**config.mk**
```make
export PLATFORM = sky130hd
export DESIGN_NAME = byte_frame_packer
export DESIGN_NICKNAME = d
export VERILOG_FILES = /design/src/rtl/byte_frame_packer.sv
export SDC_FILE = /design/constraint.sdc
export NUM_CORES = 1
export LEC_CHECK = 0
export CAP_MARGIN = 20
export CORE_ASPECT_RATIO = 1.1
export CORE_UTILIZATION = 40
export DETAILED_ROUTE_END_ITERATION = 6
export PLACE_DENSITY_LB_ADDON = 0.2
export SYNTH_ARGS = -nofsm -noshare
export SYNTH_HDL_FRONTEND = slang
export SYNTH_SLANG_ARGS = --single-unit
```
**constraint.sdc**
```tcl
create_clock -name clk -period 5.9 [get_ports clk]
set_input_delay 0.59 -clock clk [delete_from_list [all_inputs] [get_ports clk]]
set_output_delay 0.59 -clock clk [all_outputs]
set_load 0.02 [all_outputs]
```
**src/rtl/byte_frame_packer.sv**
```systemverilog
// byte_frame_packer
// Pulls payload bytes from the clk_out side of the dual-clock FIFO. Each
// PKT_LEN-byte group is wrapped as 0x55, 0xD5, LEN, payload, CSUM and sent
// on a registered valid/ready byte stream. If the source starves for TIMEOUT
// output-advancing cycles mid-frame, the rest of the payload is filled with
// PAD_BYTE so the frame still completes.

module byte_frame_packer #(
    parameter int unsigned PKT_LEN  = 16,
    parameter int unsigned TIMEOUT  = 64,
    parameter logic [7:0]  PAD_BYTE = 8'h00
) (
    input  logic        clk,
    input  logic        rst,
    input  logic [7:0]  din,
    input  logic        din_vld,
    output logic        din_rdy,
    output logic [7:0]  dout,
    output logic        dout_vld,
    output logic        dout_sop,
    output logic        dout_eop,
    input  logic        dout_rdy,
    output logic [15:0] frm_cnt,
    output logic        timeout_pulse
);

    localparam int unsigned     TW         = $clog2(TIMEOUT + 1);
    localparam logic [7:0]      LEN_BYTE   = 8'(PKT_LEN);
    localparam logic [7:0]      LAST_IDX   = 8'(PKT_LEN - 1);
    localparam logic [TW-1:0]   TIMER_LAST = TW'(TIMEOUT - 1);

    typedef enum logic [2:0] {
        S_IDLE = 3'd0,
        S_H1   = 3'd1,
        S_LEN  = 3'd2,
        S_DATA = 3'd3,
        S_PAD  = 3'd4,
        S_CSUM = 3'd5
    } state_t;

    // Modulo-256 running checksum over payload and pad bytes.
    function automatic logic [7:0] csum_add(input logic [7:0] acc, input logic [7:0] b);
        return acc + b;
    endfunction

    state_t         state_r, state_s;
    logic [7:0]     dout_r, dout_s;
    logic           vld_r, vld_s;
    logic           sop_r, sop_s;
    logic           eop_r, eop_s;
    logic [7:0]     sum_r, sum_s;
    logic [7:0]     cnt_r, cnt_s;
    logic [TW-1:0]  timer_r, timer_s;
    logic           pulse_r, pulse_s;
    logic [15:0]    frm_cnt_r, frm_cnt_s;
    logic           adv_s;
    logic           take_s;

    // Next-state and next-output computation; the output register only moves when it can advance.
    always_comb begin
        adv_s     = !vld_r || dout_rdy;
        state_s   = state_r;
        dout_s    = dout_r;
        vld_s     = vld_r;
        sop_s     = sop_r;
        eop_s     = eop_r;
        sum_s     = sum_r;
        cnt_s     = cnt_r;
        timer_s   = timer_r;
        pulse_s   = 1'b0;
        take_s    = 1'b0;
        frm_cnt_s = frm_cnt_r;

        if (vld_r && dout_rdy && eop_r) begin
            frm_cnt_s = frm_cnt_r + 16'd1;
        end else begin
            frm_cnt_s = frm_cnt_r;
        end

        if (adv_s) begin
            // Nothing loaded this cycle unless a state below says otherwise.
            vld_s = 1'b0;
            sop_s = 1'b0;
            eop_s = 1'b0;
            case (state_r)
                S_IDLE: begin
                    // Peek only: the first payload byte stays in the FIFO.
                    if (din_vld) begin
                        dout_s  = 8'h55;
                        vld_s   = 1'b1;
                        sop_s   = 1'b1;
                        state_s = S_H1;
                    end else begin
                        state_s = S_IDLE;
                    end
                end
                S_H1: begin
                    dout_s  = 8'hD5;
                    vld_s   = 1'b1;
                    state_s = S_LEN;
                end
                S_LEN: begin
                    dout_s  = LEN_BYTE;
                    vld_s   = 1'b1;
                    cnt_s   = 8'd0;
                    sum_s   = 8'd0;
                    timer_s = '0;
                    state_s = S_DATA;
                end
                S_DATA: begin
                    take_s = 1'b1;
                    if (din_vld) begin
                        dout_s  = din;
                        vld_s   = 1'b1;
                        sum_s   = csum_add(sum_r, din);
                        cnt_s   = cnt_r + 8'd1;
                        timer_s = '0;
                        if (cnt_r == LAST_IDX) begin
                            state_s = S_CSUM;
                        end else begin
                            state_s = S_DATA;
                        end
                    end else begin
                        // Starved while the sink could take a byte: count toward padding.
                        timer_s = timer_r + TW'(1);
                        if (timer_r == TIMER_LAST) begin
                            state_s = S_PAD;
                            pulse_s = 1'b1;
                        end else begin
                            state_s = S_DATA;
                        end
                    end
                end
                S_PAD: begin
                    dout_s = PAD_BYTE;
                    vld_s  = 1'b1;
                    sum_s  = csum_add(sum_r, PAD_BYTE);
                    cnt_s  = cnt_r + 8'd1;
                    if (cnt_r == LAST_IDX) begin
                        state_s = S_CSUM;
                    end else begin
                        state_s = S_PAD;
                    end
                end
                S_CSUM: begin
                    dout_s  = sum_r;
                    vld_s   = 1'b1;
                    eop_s   = 1'b1;
                    state_s = S_IDLE;
                end
                default: begin
                    state_s = S_IDLE;
                end
            endcase
        end else begin
            // Sink stalled: every register holds, nothing consumed.
            state_s = state_r;
        end
    end

    // Upstream ready is only offered while collecting payload and never during reset.
    assign din_rdy = take_s && !rst;

    // FSM state register.
    always_ff @(posedge clk) begin
        if (rst) begin
            state_r <= S_IDLE;
        end else begin
            state_r <= state_s;
        end
    end

    // Output register, checksum/count/timer datapath and frame counter.
    always_ff @(posedge clk) begin
        if (rst) begin
            dout_r    <= 8'd0;
            vld_r     <= 1'b0;
            sop_r     <= 1'b0;
            eop_r     <= 1'b0;
            sum_r     <= 8'd0;
            cnt_r     <= 8'd0;
            timer_r   <= '0;
            pulse_r   <= 1'b0;
            frm_cnt_r <= 16'd0;
        end else begin
            dout_r    <= dout_s;
            vld_r     <= vld_s;
            sop_r     <= sop_s;
            eop_r     <= eop_s;
            sum_r     <= sum_s;
            cnt_r     <= cnt_s;
            timer_r   <= timer_s;
            pulse_r   <= pulse_s;
            frm_cnt_r <= frm_cnt_s;
        end
    end

    assign dout          = dout_r;
    assign dout_vld      = vld_r;
    assign dout_sop      = sop_r;
    assign dout_eop      = eop_r;
    assign frm_cnt       = frm_cnt_r;
    assign timeout_pulse = pulse_r;

endmodule

```
==> Word-level counts from Yosys, hierarchy flattened <==
Index checks and enable logic that the tools add are counted.
{ "totals": {"register_bits": 54, "inputBits": 12, "wordCells": 64} }
{ "op_classes": {"n_addsub": 4, "n_eq_ne": 9, "muxes": 22, "n_bitwise": 2, "n_reduce_logical": 17} }
{ "ops": {"columns": ["op", "n"], "rows": [
  ["one-hot mux 8 bit (6 select lines)", 1],
  ["2-to-1 mux 8 bit", 4],
  ["one-hot mux 8 bit (3 select lines)", 1],
  ["adder 16 x 1 -> 16 bit, second input constant", 1],
  ["one-hot mux 8 bit (2 select lines)", 1],
  ["one-hot mux 3 bit (5 select lines)", 1],
  ["one-hot mux 7 bit (2 select lines)", 1],
  ["2-to-1 mux 3 bit", 3],
  ["adder 8 x 1 -> 8 bit, second input constant", 1],
  ["adder 8 bit", 1],
  ["equality test 8 x 4 -> 1 bit, second input constant", 1],
  ["2-to-1 mux 1 bit", 8],
  ["OR reduction 4 bit", 2],
  ["adder 7 x 1 -> 7 bit, second input constant", 1],
  ["equality test 7 x 6 -> 1 bit, second input constant", 1],
  ["2-to-1 mux 7 bit", 1],
  ["equality test 3 x 2 -> 1 bit, second input constant", 2],
  ["equality test 3 bit, second input constant", 2],
  ["AND reduction 3 bit", 2],
  ["nonzero test 6 bit", 1],
  ["inequality test 2 bit, second input constant", 2],
  ["AND reduction 4 bit", 1],
  ["equality test 3 x 1 -> 1 bit, second input constant", 1],
  ["logical AND 1 bit", 3],
  ["other kinds (9)", 11]
]} }

==> Depth between registers and ports, before layout <==
{ "logic_depth": {"word_depth": 4, "mapped_depth": 7} }

==> Worst setup path after synthesis <==
OpenSTA, ideal clock, no wires.
{ "synth_path": {"path_type": "input-to-reg", "startpoint": "input din[2]", "endpoint": "register sum_r[7]", "setup_ps": 121, "arrival_time_ps": 2123, "t_required_ps": 5779, "setup_slack_ps": 3655, "path_stages": 6, "n_path_buf": 0, "path_cell_list": "ha_1 -> o211ai_1 -> o211a_1 -> or4_4 -> and3_1 -> mux2_4"} }
{ "synth_between": {"elab_chain_len": 3} }
{ "synth_lines": {"columns": ["element", "line", "text"], "rows": [
  ["start, declared", "15", "input logic [7:0] din,"],
  ["adder 8 bit", "43", "return acc + b;"],
  ["2-to-1 mux 8 bit", "112", "if (din_vld) begin"],
  ["one-hot mux 8 bit (2 select lines)", "85", "case (state_r)"],
  ["end signal, assigned", "190", "sum_r <= sum_s;"],
  ["end, declared", "51", "logic [7:0] sum_r, sum_s;"]
]} }
No other way between the ends. The select of a mux whose other input is x is not followed.
A chain may end at the register's enable or synchronous reset.

==> Worst setup path in the final report <==
{ "layout_path": {"startpoint": "register state_r[1]", "endpoint": "output din_rdy"} }
{ "layout_between": {"elab_chain_len": 4} }
{ "layout_lines": {"columns": ["element", "line", "text"], "rows": [
  ["start, declared", "46", "state_t state_r, state_s;"],
  ["start signal, assigned", "169", "state_r <= state_s;"],
  ["equality test 3 x 2 -> 1 bit", "85", null],
  ["2-to-1 mux 1 bit", "85", null],
  ["2-to-1 mux 1 bit", "80", "if (adv_s) begin"],
  ["logical AND 1 bit", "162", "assign din_rdy = take_s && !rst;"],
  ["end, declared", "17", "output logic din_rdy,"]
]} }
No other way between the ends.

==> run metrics <==
RSZ-0062 raised after global routing=no; worst clock skew=0.00820 ns; count of nets after finishing=381; number of primary I/O pins=41; total count of max-transition violations in the final report=0; register bit count reported by yosys=54; routed length per placed instance=13.7 um; main combinational cell family by area after synthesis=simple AND/OR/NAND/NOR gates; clock edge transition at the registers on the reported setup and hold paths=0.10 ns; LEAKAGE=1.24 nW; slowest CP cell=sky130_fd_sc_hd__dfxtp_1; Inserted Clock Buffers=5; Hold Buf Count CTS=0; path category of the worst min-delay check=reg2reg; total inserted antenna cells=0; asr flop ratio synth=0%; global-route usage over all layers=17.6%; startpoint kind of the worst setup timing path=register; fin crit share=51.8%; share of total power in the clock network=32.9%; highest achievable clock rate=327 MHz; data arrival at the endpoint of the critical path=2.47 ns; transition at the pin with the smallest max-transition slack=0.748 ns; number of instances in the synthesized netlist=327; Layout area overhead=19.3%; Maximum Capacitance Violations=0; post-CTS setup buffer count=0; switching power summed over all nets=0.000192 W; total standard cell area after synthesis=2790 um^2; Hold Fails Final Rpt=0; largest fanout of any net on the critical path=17; flip-flop cell with the highest count after synthesis=sky130_fd_sc_hd__dfxtp_1; Max rail drop VDD=0.000135 V; most common cell after layout, fill and taps aside=sky130_fd_sc_hd__dfxtp_1; final critical path time including I/O delays and setup=3.06 ns; overall die area=7300 um^2; count of standard-cell rows=31; maximum level of the CTS H-tree=2; number of standard cells in the final layout excluding fillers=440; multiplexer area fraction after synthesis=2.34%; number of instances in the placed design=433; Worst Hold Margin=0.459 ns; Post-DRT Antenna Nets=0; max incr delay on CP=0.78 ns; share of layout cells above drive strength 1=3.91%; DRC marker count from the first detailed-route iteration=119; die width=81.6 um; met3 routing resource usage after global routing=3.27%; number of distinct library cells after synthesis=54; Post-Synthesis Mean Instance Area=8.52 um^2; vias after detailed routing=2366; fraction of the mapped netlist area in adder cells=5.21%; Required @ worst endpoint=5.31 ns; fraction of power spent switching nets=26.2%; gr busiest metal=met2; total clock sinks=54; remaining max-slew budget at the tightest pin=50.1%; count of flip-flops with a built-in enable after synthesis=0; share of power burned in registers=52.9%; placed wire-length estimate=4270 um; routability-driven placement congestion ratio=0.828; number of gates resized after cts=0; critical path cell sequence=nand2_1 > or3_1 > nor2_1 > clkdlybuf4s50_1; final total negative setup slack=0 ns; type of the worst setup path=reg2out; Synth Warn #=0; wire length of the first global-routing pass=9960 um; Power per Cell Area=221 nW/um^2; via count of the first global-routing pass=2122; cell internal pwr=0.000542 W; result of the run=finished, final reports clean; final total power=0.000734 W; maximum count of clock buffers along a single path=2; first-pass iteration count of the detailed router=4; global-route met1 utilization=24.3%; Root Buffer=sky130_fd_sc_hd__clkbuf_8; number of setup violations in the final report=0; number of fillers in the final layout=660; fraction of met2 tracks used by global routing=28.2%; commonest cells after routing, fill and taps aside=sky130_fd_sc_hd__dfxtp_1 (54), sky130_fd_sc_hd__nor2_1 (52), sky130_fd_sc_hd__clkdlybuf4s50_1 (40); core outline area=6670 um^2; post-synthesis compound-gate area fraction=15.7%; Skew-Pair Late Insertion Delay=0.30 ns; antenna violations before repair=0; Routed WL=6040 um; count of unresolved DRC violations after routing=0; basic-gate share of the synthesized area counting and, or, nand and nor cells=26.1%; DR vias/cell=5.38; Starting Density=41.7%; port bufs=40; clock tree from TritonCTS=yes; endpoint type of the worst setup path=primary output; relative contribution of combinational cells to total power=14.2%; maximum number of pins on one net before global-route repair=50; Mapped Nets=350; part of the Yosys area used for sequential elements=38.8%; XOR/XNOR share of the synthesized area=8.49%; aggregate global routing overflow=0; height of the chip=89.5 um
## final timing paths
path	to	startpoint	cells after the start	slack, ns
worst max-delay path	din_rdy	state_r[1]	4	2.84
worst min-delay path	dout[1]	dout[1]	2	0.46
worst max register to register	sum_r[7]	state_r[1]	5	3.71
worst min register to register	dout[1]	dout[1]	2	0.46
## power by group through the flow
stage	Clock (W)	Combinational, W	Sequential, W
after floorplan	0	0.0000684	0.000394
after global placement	0	0.000104	0.000396
after detailed placement	0	0.000104	0.000397
after CTS	0.000251	0.000105	0.000388
after global routing	0.000263	0.000114	0.000390
final	0.000241	0.000104	0.000388
## registers in the layout, indices dropped and copies added, names as in the netlist
signal         flops
timer_r            7
state_r            3
dout_sop           1
cnt_r              8
dout               8
timeout_pulse      1
dout_vld           1
frm_cnt           16
dout_eop           1
sum_r              8
## per-layer routing
layer	share of wire, %	up-vias
met4	0.65	0
met5	0	-
li1	-	1217
met1	51	1108
met2	46	34
met3	2.7	7
## final cells by class
cell class                 instances  area [um^2]  share of cell area [%]
tap                               82          103                    3.09
sequential                        54         1080                    32.5
clock inverter                     2         38.8                    1.17
clock buffer                       5         68.8                    2.07
timing repair buffer              41          408                    12.3
multi-input combinational        252         1610                    48.4
inverter                           4         15.0                   0.452
## cells in the mapped netlist (all sizes together), types with 3 or more instances
library cell | number | area, um^2
nand2b | 3 | 26.3
nor3 | 9 | 45.0
clkbuf | 10 | 37.5
a211oi | 3 | 22.5
xor2 | 18 | 158
buf | 7 | 42.5
nor4 | 3 | 18.8
nand3 | 12 | 60.1
mux2i | 5 | 50.1
or3 | 4 | 25.0
a22o | 4 | 35.0
dfxtp | 54 | 1080
ha | 10 | 125
o21ai | 12 | 60.1
a21oi | 20 | 100
and3 | 7 | 43.8
nand4b | 3 | 41.3
nor2 | 52 | 195
nor2b | 7 | 43.8
nand4 | 9 | 56.3
nand2 | 23 | 86.3
inv | 4 | 15.0
a22oi | 8 | 60.1
xnor2 | 9 | 78.8
## worst max-delay path: cells and delay by family, from the launching register on
kind	cells	cell delay [ns]
flops	1	0.78
simple gates	3	0.78
buf+inv	1	0.61
## cell families after synthesis
kind of cell,after synthesis
multiplexers,6
XOR/XNOR,27
AO/OA/AOI/OAI,66
adder cells (fa/ha/maj),11
buffers and inverters,21
AND/OR/NAND/NOR,142
flip-flops,54
## through the flow
step,area [um^2],utilization [%],setup slack (ns)
after detailed placement,3220,48.2,2.86
after CTS,3320,49.8,2.83
after global placement,3220,48.2,2.90
after global routing,3320,49.8,2.67
final,3320,49.8,2.84
after floorplan,2790,-,3.66
No activity file was read; power rests on OpenSTA's default activity.
